[src/rtl/seq_multiplier.sv]
// Unsigned N x N shift-add multiplier driving an external N-bit adder.
// One add/shift step per cycle; the product is registered with the done pulse.
module seq_multiplier #(
    parameter int N = 32
) (
    input  logic           clk,
    input  logic           rst_n,
    input  logic           start,
    input  logic [N-1:0]   a,
    input  logic [N-1:0]   b,
    output logic           busy,
    output logic           done,
    output logic [2*N-1:0] product,
    output logic [N-1:0]   add_a,
    output logic [N-1:0]   add_b,
    output logic           add_cin,
    input  logic [N:0]     add_sum
);

    localparam int CW = (N > 1) ? $clog2(N) : 1;
    localparam logic [CW-1:0] LAST = CW'(N - 1);

    typedef enum logic [1:0] {
        IDLE,
        RUN,
        DONE
    } state_t;

    state_t        state;
    state_t        state_next;
    logic [N-1:0]  m_reg;
    logic [N-1:0]  a_reg;
    logic [N-1:0]  q_reg;
    logic [CW-1:0] cnt;
    logic [N-1:0]  a_step;
    logic [N-1:0]  q_step;

    // Carry lands in A's MSB; the dropped bit of A shifts into Q's MSB.
    assign a_step = add_sum[N:1];
    assign q_step = {add_sum[0], q_reg[N-1:1]};

    always_ff @(posedge clk or negedge rst_n) begin
        if (!rst_n) begin
            state <= IDLE;
        end else begin
            state <= state_next;
        end
    end

    always_comb begin
        state_next = state;
        busy       = 1'b0;
        done       = 1'b0;
        add_a      = '0;
        add_b      = '0;
        add_cin    = 1'b0;
        unique case (state)
            IDLE: begin
                if (start) begin
                    state_next = RUN;
                end
            end
            RUN: begin
                busy  = 1'b1;
                add_a = a_reg;
                add_b = q_reg[0] ? m_reg : '0;
                if (cnt == LAST) begin
                    state_next = DONE;
                end
            end
            DONE: begin
                busy       = 1'b1;
                done       = 1'b1;
                state_next = IDLE;
            end
            default: begin
                state_next = IDLE;
            end
        endcase
    end

    always_ff @(posedge clk or negedge rst_n) begin
        if (!rst_n) begin
            m_reg   <= '0;
            a_reg   <= '0;
            q_reg   <= '0;
            cnt     <= '0;
            product <= '0;
        end else begin
            unique case (state)
                IDLE: begin
                    if (start) begin
                        m_reg <= a;
                        q_reg <= b;
                        a_reg <= '0;
                        cnt   <= '0;
                    end
                end
                RUN: begin
                    a_reg <= a_step;
                    q_reg <= q_step;
                    // Hold cnt on the last step so it never wraps.
                    if (cnt == LAST) begin
                        product <= {a_step, q_step};
                    end else begin
                        cnt <= cnt + 1'b1;
                    end
                end
                default: begin
                end
            endcase
        end
    end

endmodule

[config.mk]
export PLATFORM = sky130hd
export DESIGN_NAME = seq_multiplier
export DESIGN_NICKNAME = d
export VERILOG_FILES = /design/src/rtl/seq_multiplier.sv
export SDC_FILE = /design/constraint.sdc
export NUM_CORES = 1
export LEC_CHECK = 0
export CAP_MARGIN = 20
export CORE_MARGIN = 3
export CORE_UTILIZATION = 30
export CTS_BUF_LIST = sky130_fd_sc_hd__clkbuf_4 sky130_fd_sc_hd__clkbuf_8
export DETAILED_ROUTE_END_ITERATION = 10
export PLACE_DENSITY_LB_ADDON = 0.08
export SLEW_MARGIN = 20
export SYNTH_ARGS = -nofsm -noshare
export SYNTH_HDL_FRONTEND = slang
export SYNTH_SLANG_ARGS = --single-unit
[constraint.sdc]
create_clock -name clk -period 2.5 [get_ports clk]
set_input_delay 0.5 -clock clk [delete_from_list [all_inputs] [get_ports clk]]
set_output_delay 0.5 -clock clk [all_outputs]
set_load 0.02 [all_outputs]
Word level (Yosys, flattened, before mapping)
Cells that the tools add are included.

word-level totals
  register bits = 167
  input bits = 100
  output and inout port bits = 131
  word-level logic and storage cells = 36

operators by class
  add/subtract/negate cells = 1
  eq/ne operators = 6
  muxes and demuxes = 15
  reduce and logical (&&, ||, !) cells = 8

operators with widths
  kind                                                                   number
  32-bit two-way mux                                                     5
  32-bit case mux with 2 select lines                                    2
  5-bit two-way mux                                                      2
  5-bit case mux with 2 select lines                                     1
  2-bit AND reduction                                                    4
  2-bit inequality test, second input constant                           3
  5-bit by 1-bit adder with 5-bit output, second input constant          1
  5-bit equality test, second input constant                             1
  2-bit two-way mux                                                      2
  2-bit case mux with 2 select lines                                     1
  3-bit AND reduction                                                    1
  2-bit by 1-bit equality test with 1-bit output, second input constant  1
  2-bit equality test, second input constant                             1
  2-bit logical NOT                                                      1
  1-bit two-way mux                                                      2
  2-bit nonzero test                                                     1
  2-bit OR reduction                                                     1

Longest topological paths before layout
Gate-level depths: netlist of run 1.

  word-level depth = 3
  gate-level depth with buffers = 7
  depth with buffers taken out = 6

Least setup slack after synthesis of run 1
No wires, ideal clock.

  path kind = register -> output
  from = reg state[1]
  to = out add_a[10]
  arrival = 1432 ps
  data required time = 2000 ps
  path slack = 568 ps
  cell stages (with the launch flop) = 7
  buffers on the path = 3
  cell sequence = dfrtp_1 -> inv_1 -> ha_1 -> buf_4 -> buf_4 -> clkbuf_1 -> and2_1

on the way
  longest elaborated chain between the ends = 2

ends and longest elaborated chain
  what                                            RTL line  source
  start, declared                                 29        state_t state;
  start signal, assigned                          46        state <= state_next;
  2-bit by 1-bit equality test with 1-bit output  57        unique case (state)
  32-bit two-way mux                              57
  end, declared                                   14        output logic [N-1:0] add_a,

No other way between the ends.

Worst setup path after layout of run 1
  from = reg state[0]
  to = out busy

on the way
  longest elaborated chain between the ends = 3
  elaborated cells on any way between the ends = 4
  classes of those cells = 2 x eq/ne; 1 x mux; 1 x reduce/logical

ends and longest elaborated chain
  what                                                                                          RTL line  source
  2-bit by 1-bit equality test with 1-bit output / 2-bit equality test (equally long branches)  57
  2-bit OR reduction (no line) *                                                                -
  1-bit two-way mux *                                                                           57
  end, declared                                                                                 11        output logic busy,

Every way passes the cells marked *; elsewhere a longest branch is shown, timed or not.

==> impl_results.md, run 1 <==
- Hold Vio Cnt, Final: 0
- Fillers: 2,233
- Syn Nets: 643
- Area growth, synth to finish: 41.6%
- Buffers & Inverters on Critical Path: 2
- GR Util All Layers: 0.147
- Die height: 162 um
- Setup_tns: 0 ps
- Detail Placement HPWL: 13,100 um
- Required @ worst endpoint: 2000 ps
- Clock power share: 0.190
- Hold_ws: 31.8 ps
- Worst slew margin: 0.556
- Placed Cells incl. Taps: 1,065
- Gate count after technology mapping: 537
- Non-filler cells in the finished layout: 1,100
- Skew final: 16.3 ps
- MaxCap Viol Count: 0
- Antenna violations before repair: 0
- Wire length after detailed routing: 19,000 um
- Syn_area_per_cell: 13.6 um^2
- Htree depth: 4
- Drt wl/cell: 17.3 um
- Crit. End Element: output pin
- DRC Markers: 0
- WS Path Type: flop to output pin
- Setup Viol. Count Final: 0
- TritonCTS buffer count: 17
- Synthesized cell area: 0.00732 mm^2
- Seq/Total Area, Yosys: 0.571
- Logic pwr share: 0.401
- Switching Fraction: 0.372
- First-pass GRT wire length: 30,800 um
- Max reg flops: 64
- Met3 wire len: 1210 um
- Die area: 0.0263 mm^2
- Yosys reg bits: 167
- Core Area: 0.0238 mm^2
- Final Critical Period: 2360 ps
- Congestion Overflow GR: 0
- Sw Pwr: 0.00366 W
- Hold Crit Class: input pin to async pin
- Largest net degree at the start of global routing: 82
- Area share of the largest cell type after synthesis: 0.571
- Diode count: 0
- Initial Util: 0.308
- Clock Latency Late Sink: 440 ps
- Top Family by Delay on Critical Path: buffers and inverters
- CTS tree: built
- Crit-path max cell delay: 630 ps
- Clock Tree Root: clkbuf_8
- Pwr per Cell Area: 949 mW/mm^2
- Hold Buf Count CTS: 0
- Synth Warn #: 0
- Internal: 0.00618 W
- Max Root-Sink Buffers: 2
- Top post-synthesis cells by area: dfrtp_1 (57%), mux2_4 (12%), mux2_2 (5.7%), mux2i_1 (4.5%), a22o_1 (3.8%)
- FP Rows: 56
- Vias in the first global route: 5,428
- Clock Sinks: 167
- Detailed Route Iter0 Violations: 219
- First-pass detailed-route iteration total: 4
- IO Pins: 231
- Type of origin of the critical path: flop
- Biggest register: product
- Synth cell types: 26
- Fin nets: 874
- Worst-path clk slew: 100 ps
- Number of port buffers: 229
- Fin util: 0.437
- Met1 WL: 8680 um
- RSZ-0062 raised after global routing: false
- Die width: 162 um
- DR vias: 4,935
- Status: completed
- Antenna Violating Nets Remaining: 0
- Area leader, netlist: dfrtp_1
- GP Congestion: 0.743
- Via/cell ratio: 4.49
- Peak supply drop: 0.424 mV
- Crit path DAT: 1860 ps
- Worst-path cell chain: inv_1, ha_1, clkdlybuf4s50_1
- Seq pwr share: 0.408
- Worst Max-Slew Pin Slew: 665 ps
- Commonest non-fill, non-tap cells in the layout: dfrtp_1 (167), clkdlybuf4s50_1 (164), dlygate4sd2_1 (61), mux2_4 (60)
- Critical-path top delay cell: clkdlybuf4s50_1
- Final Cycle Share: 0.946
- Max Fclk: 423 MHz
- Routed wl met2: 8950 um
- Layout cell share with drive strength beyond 1: 0.200
- CP max FO: 3
- Commonest non-fill, non-tap cell in the layout: dfrtp_1
- Slew Viols, Final: 0
- Leakage power: 5.08 nW
- Highest metal used: met4
[metal layers]
| layer | global-route usage | vias to the layer above |
|---|---|---|
| met5 | 0 | - |
| met4 | 0.0291 | 0 |
| met3 | 0.0518 | 10 |
| met2 | 0.234 | 135 |
| met1 | 0.196 | 2442 |
| li1 | - | 2348 |
[stage by stage]
| step | power [W] | worst slack (ps) | area, um^2 |
|---|---|---|---|
| after floorplan | 0.00658 | 568 | 7320 |
| after global placement | 0.00824 | 224 | 10000 |
| after detailed placement | 0.00833 | 188 | 10000 |
| after CTS | 0.0100 | 62.1 | 10400 |
| after global routing | 0.0106 | 0.486 | 10400 |
| final | 0.00984 | 135 | 10400 |
[path summary, 6_finish.rpt]
kind	from	to	slack [ps]	cells after the start
setup / recovery	state[0]$_DFFE_PN0P_	busy	140	3
hold / removal	rst_n	product[18]$_DFFE_PN0P_	30	1
setup reg to reg	state[1]$_DFFE_PN0P_	a_reg[18]$_DFFE_PN0P_	320	8
hold reg to reg	cnt[3]$_DFFE_PN0P_	cnt[3]$_DFFE_PN0P_	510	1
max in group asynchronous	rst_n	q_reg[29]$_DFFE_PN0P_	1740	2
min in group clk	cnt[3]$_DFFE_PN0P_	cnt[3]$_DFFE_PN0P_	510	1
[synthesized netlist by cell type]
library cell and n:
a32oi_1 1, mux2_4 60, inv_1 3, buf_2 12, nand2b_1 1, buf_4 5
nand2_4 1, clkbuf_2 1, nand4b_1 1, nor2_1 2, clkbuf_1 10, conb_1 1
ha_1 6, and3_1 33, mux2_2 37, mux2i_1 33, nor2b_1 5, o21ai_0 37
nand2_1 37, a22o_1 32, buf_6 11, a21oi_1 3, a22oi_1 3, dfrtp_1 167
o41ai_1 1, and2_1 34
[worst reg2reg max path, cell delays in order, from the launching register on]
cell	delay [ps]
dfrtp_1	410
inv_1	140
ha_4	210
buf_12	170
buf_12	300
inv_1	230
nor2_2	170
buf_4	310
a22o_1	190
[final cells by class]
| type | count | area, um^2 | area share |
|---|---|---|---|
| clock buffer | 20 | 269 | 0.0259 |
| clock inverter | 12 | 106 | 0.0103 |
| inverter | 3 | 11.3 | 0.00109 |
| multi-input combinational | 328 | 2900 | 0.279 |
| sequential | 167 | 4180 | 0.403 |
| tap | 319 | 399 | 0.0385 |
| timing repair buffer | 251 | 2510 | 0.242 |
[what timing repair did]
item | in CTS | in global routing
setup endpoints to repair | 64 | 3
hold endpoints to repair | 0 | 0
resized for setup | 64 | 3
setup buffers | 3 | 0
[power by group through the flow]
stage	logic, W	clock network (W)	registers, W
2_1_floorplan	0.00263	0	0.00395
3_3_place_gp	0.00418	0	0.00407
3_5_place_dp	0.00426	0	0.00407
4_1_cts	0.00404	0.00197	0.00403
5_1_grt	0.00437	0.00208	0.00413
6_report	0.00395	0.00187	0.00402
[cell families after synthesis]
family | after synthesis | share of synthesized area
compound gates | 77 | 0.0711
fa+ha+maj | 6 | 0.0102
buf+inv | 42 | 0.0376
flops | 167 | 0.571
mux | 130 | 0.225
other cells | 1 | 0.000512
simple gates | 114 | 0.0851
(Power assumes the default switching activity.)
==> run 2: changes to the inputs <==
- MAX_ROUTING_LAYER: not set -> met4
- PLACE_DENSITY_LB_ADDON: 0.08 -> 0.05
==> run 2 against run 1 <==
Against the previous run:
- hold slack improved by 480 ps
- wire length rose by 2.1%
- combinational power rose by 3%
- first-iteration DRC count rose by 4.1%
- sequential share of layout area fell by 0.16 points
- worst setup slack got worse by 16 ps
- clock skew fell by 2.8 ps
- total power rose by 1.9%
- critical path depth rose by 2
- largest cell class unchanged
==> impl_results.md, run 2 (synthesis results as in run 1) <==
- Status: completed
- Worst r2r dst: product[33]$_DFFE_PN0P_
- Type of origin of the critical path: flop
- Crit path DAT: 1880 ps
- Die area: 0.0263 mm^2
- Drt wl/cell: 17.6 um
- Buffers & Inverters on Critical Path: 3
- Setup Viol. Count Final: 0
- Hold endpoint: m_reg[2]$_DFFE_PN0P_
- Detailed Route Iter0 Violations: 228
- Max Root-Sink Buffers: 2
- Layout cell share with drive strength beyond 1: 0.221
- Min-Delay Startpoint: m_reg[2]$_DFFE_PN0P_
- Clock Tree Root: clkbuf_8
- Fin nets: 876
- Final Critical Period: 2380 ps
- Die width: 162 um
- Pwr per Cell Area: 963 mW/mm^2
- Core Area: 0.0238 mm^2
- Number of port buffers: 229
- Max Fclk: 420 MHz
- Largest net degree at the start of global routing: 80
- Top Family by Delay on Critical Path: buffers and inverters
- GR Util All Layers: 0.155
- Congestion Overflow GR: 0
- Area growth, synth to finish: 42.2%
- GP Congestion: 0.766
- Max reg flops: 64
- Hold Vio Cnt, Final: 0
- Diode count: 0
- Hold Crit Depth: 1
- RSZ-0062 raised after global routing: false
- Crit-path max cell delay: 420 ps
- TritonCTS buffer count: 17
- Required @ worst endpoint: 2000 ps
- Vias in the first global route: 5,542
- Peak supply drop: 0.430 mV
- Skew final: 13.4 ps
- Die height: 162 um
- Hold Crit Class: flop to flop
- Commonest non-fill, non-tap cell in the layout: dfrtp_1
- RR Startpoint: cnt[0]$_DFFE_PN0P_
- First-pass GRT wire length: 31,100 um
- Wire length after detailed routing: 19,400 um
- Leakage power: 5.07 nW
- Commonest non-fill, non-tap cells in the layout: dfrtp_1 (167), clkdlybuf4s50_1 (163), mux2_4 (60), dlygate4sd2_1 (43)
- Via/cell ratio: 4.51
- Antenna Violating Nets Remaining: 0
- Biggest register: product
- Final Cycle Share: 0.952
- Worst slew margin: 0.568
- IO Pins: 231
- Clock Latency Late Sink: 450 ps
- DR vias: 4,968
- Crit. End Element: output pin
- First-pass detailed-route iteration total: 4
- Worst-path cell chain: inv_2, ha_4, buf_12, and3_1, dlygate4sd2_1
- Htree depth: 4
- Critical-path top delay cell: dfrtp_1
- CTS tree: built
- Setup_tns: 0 ps
- Initial Util: 0.308
- DRC Markers: 0
- R2R setup slack: 510 ps
- Clock Sinks: 167
- Placed Cells incl. Taps: 1,066
- Reg2reg path depth: 6
- WS Path Type: flop to output pin
- Hold_ws: 508 ps
- Slew Viols, Final: 0
- FP Rows: 56
- CP max FO: 38
- Antenna violations before repair: 0
- Worst Max-Slew Pin Slew: 646 ps
- Non-filler cells in the finished layout: 1,102
- Detail Placement HPWL: 13,100 um
- Worst-path clk slew: 100 ps
- MaxCap Viol Count: 0
## run 2: report_power, final
part	internal (W)	leakage [nW]	switching, W	total (W)
sequential	0.00353	2.08	0.000484	0.00401
combinational	0.00195	2.80	0.00213	0.00408
clock	0.000830	0.192	0.00110	0.00193
total	0.00631	5.07	0.00371	0.0100
## run 2: cell type report
class                   count  area (um^2)
clock buffers              18          241
flip-flops and latches    167         4180
multi-input cells         328         2900
clock inverters            14          139
repair buffers            253         2540
well taps                 319          399
inverters                   3         11.3
fillers                  2200        13300
## run 2: layer usage
metal | share of wire | track usage | up-vias | wire [um]
met5 | 0 | - | - | 0
met4 | 0.018 | 0.0477 | 0 | 344
met3 | 0.051 | 0.0390 | 18 | 992
met2 | 0.48 | 0.241 | 135 | 9270
met1 | 0.45 | 0.200 | 2464 | 8810
li1 | - | - | 2351 | -
## run 2: per-stage QoR
stage	total power (W)	utilization	area, um^2	setup slack [ps]
after floorplan	0.00658	-	7320	568
after CTS	0.0102	0.440	10400	3.74
after global placement	0.00823	0.423	10000	112
after detailed placement	0.00830	0.423	10000	68.0
final	0.0100	0.438	10400	119
after global routing	0.0107	0.438	10400	16.0
## run 2: worst max-delay path by stage
stage	startpoint	endpoint	depth (start not counted)
floorplan	state[1]$_DFFE_PN0P_	add_a[10]	6
global placement	start	a_reg[7]$_DFFE_PN0P_	5
detailed placement	start	a_reg[2]$_DFFE_PN0P_	5
CTS	state[1]$_DFFE_PN0P_	add_b[8]	5
global route	state[1]$_DFFE_PN0P_	add_b[15]	5
finish	state[1]$_DFFE_PN0P_	add_b[13]	5
## run 2: what timing repair did
| item | 4_1_cts | 5_1_grt |
|---|---|---|
| endpoints found under the hold margin | 21 | 0 |
| buffers inserted | 1 | 0 |
| gates resized for setup | 82 | 22 |
| hold buffers | 1 | 0 |
| endpoints found under the setup margin | 64 | 41 |
| gates cloned | 2 | 0 |
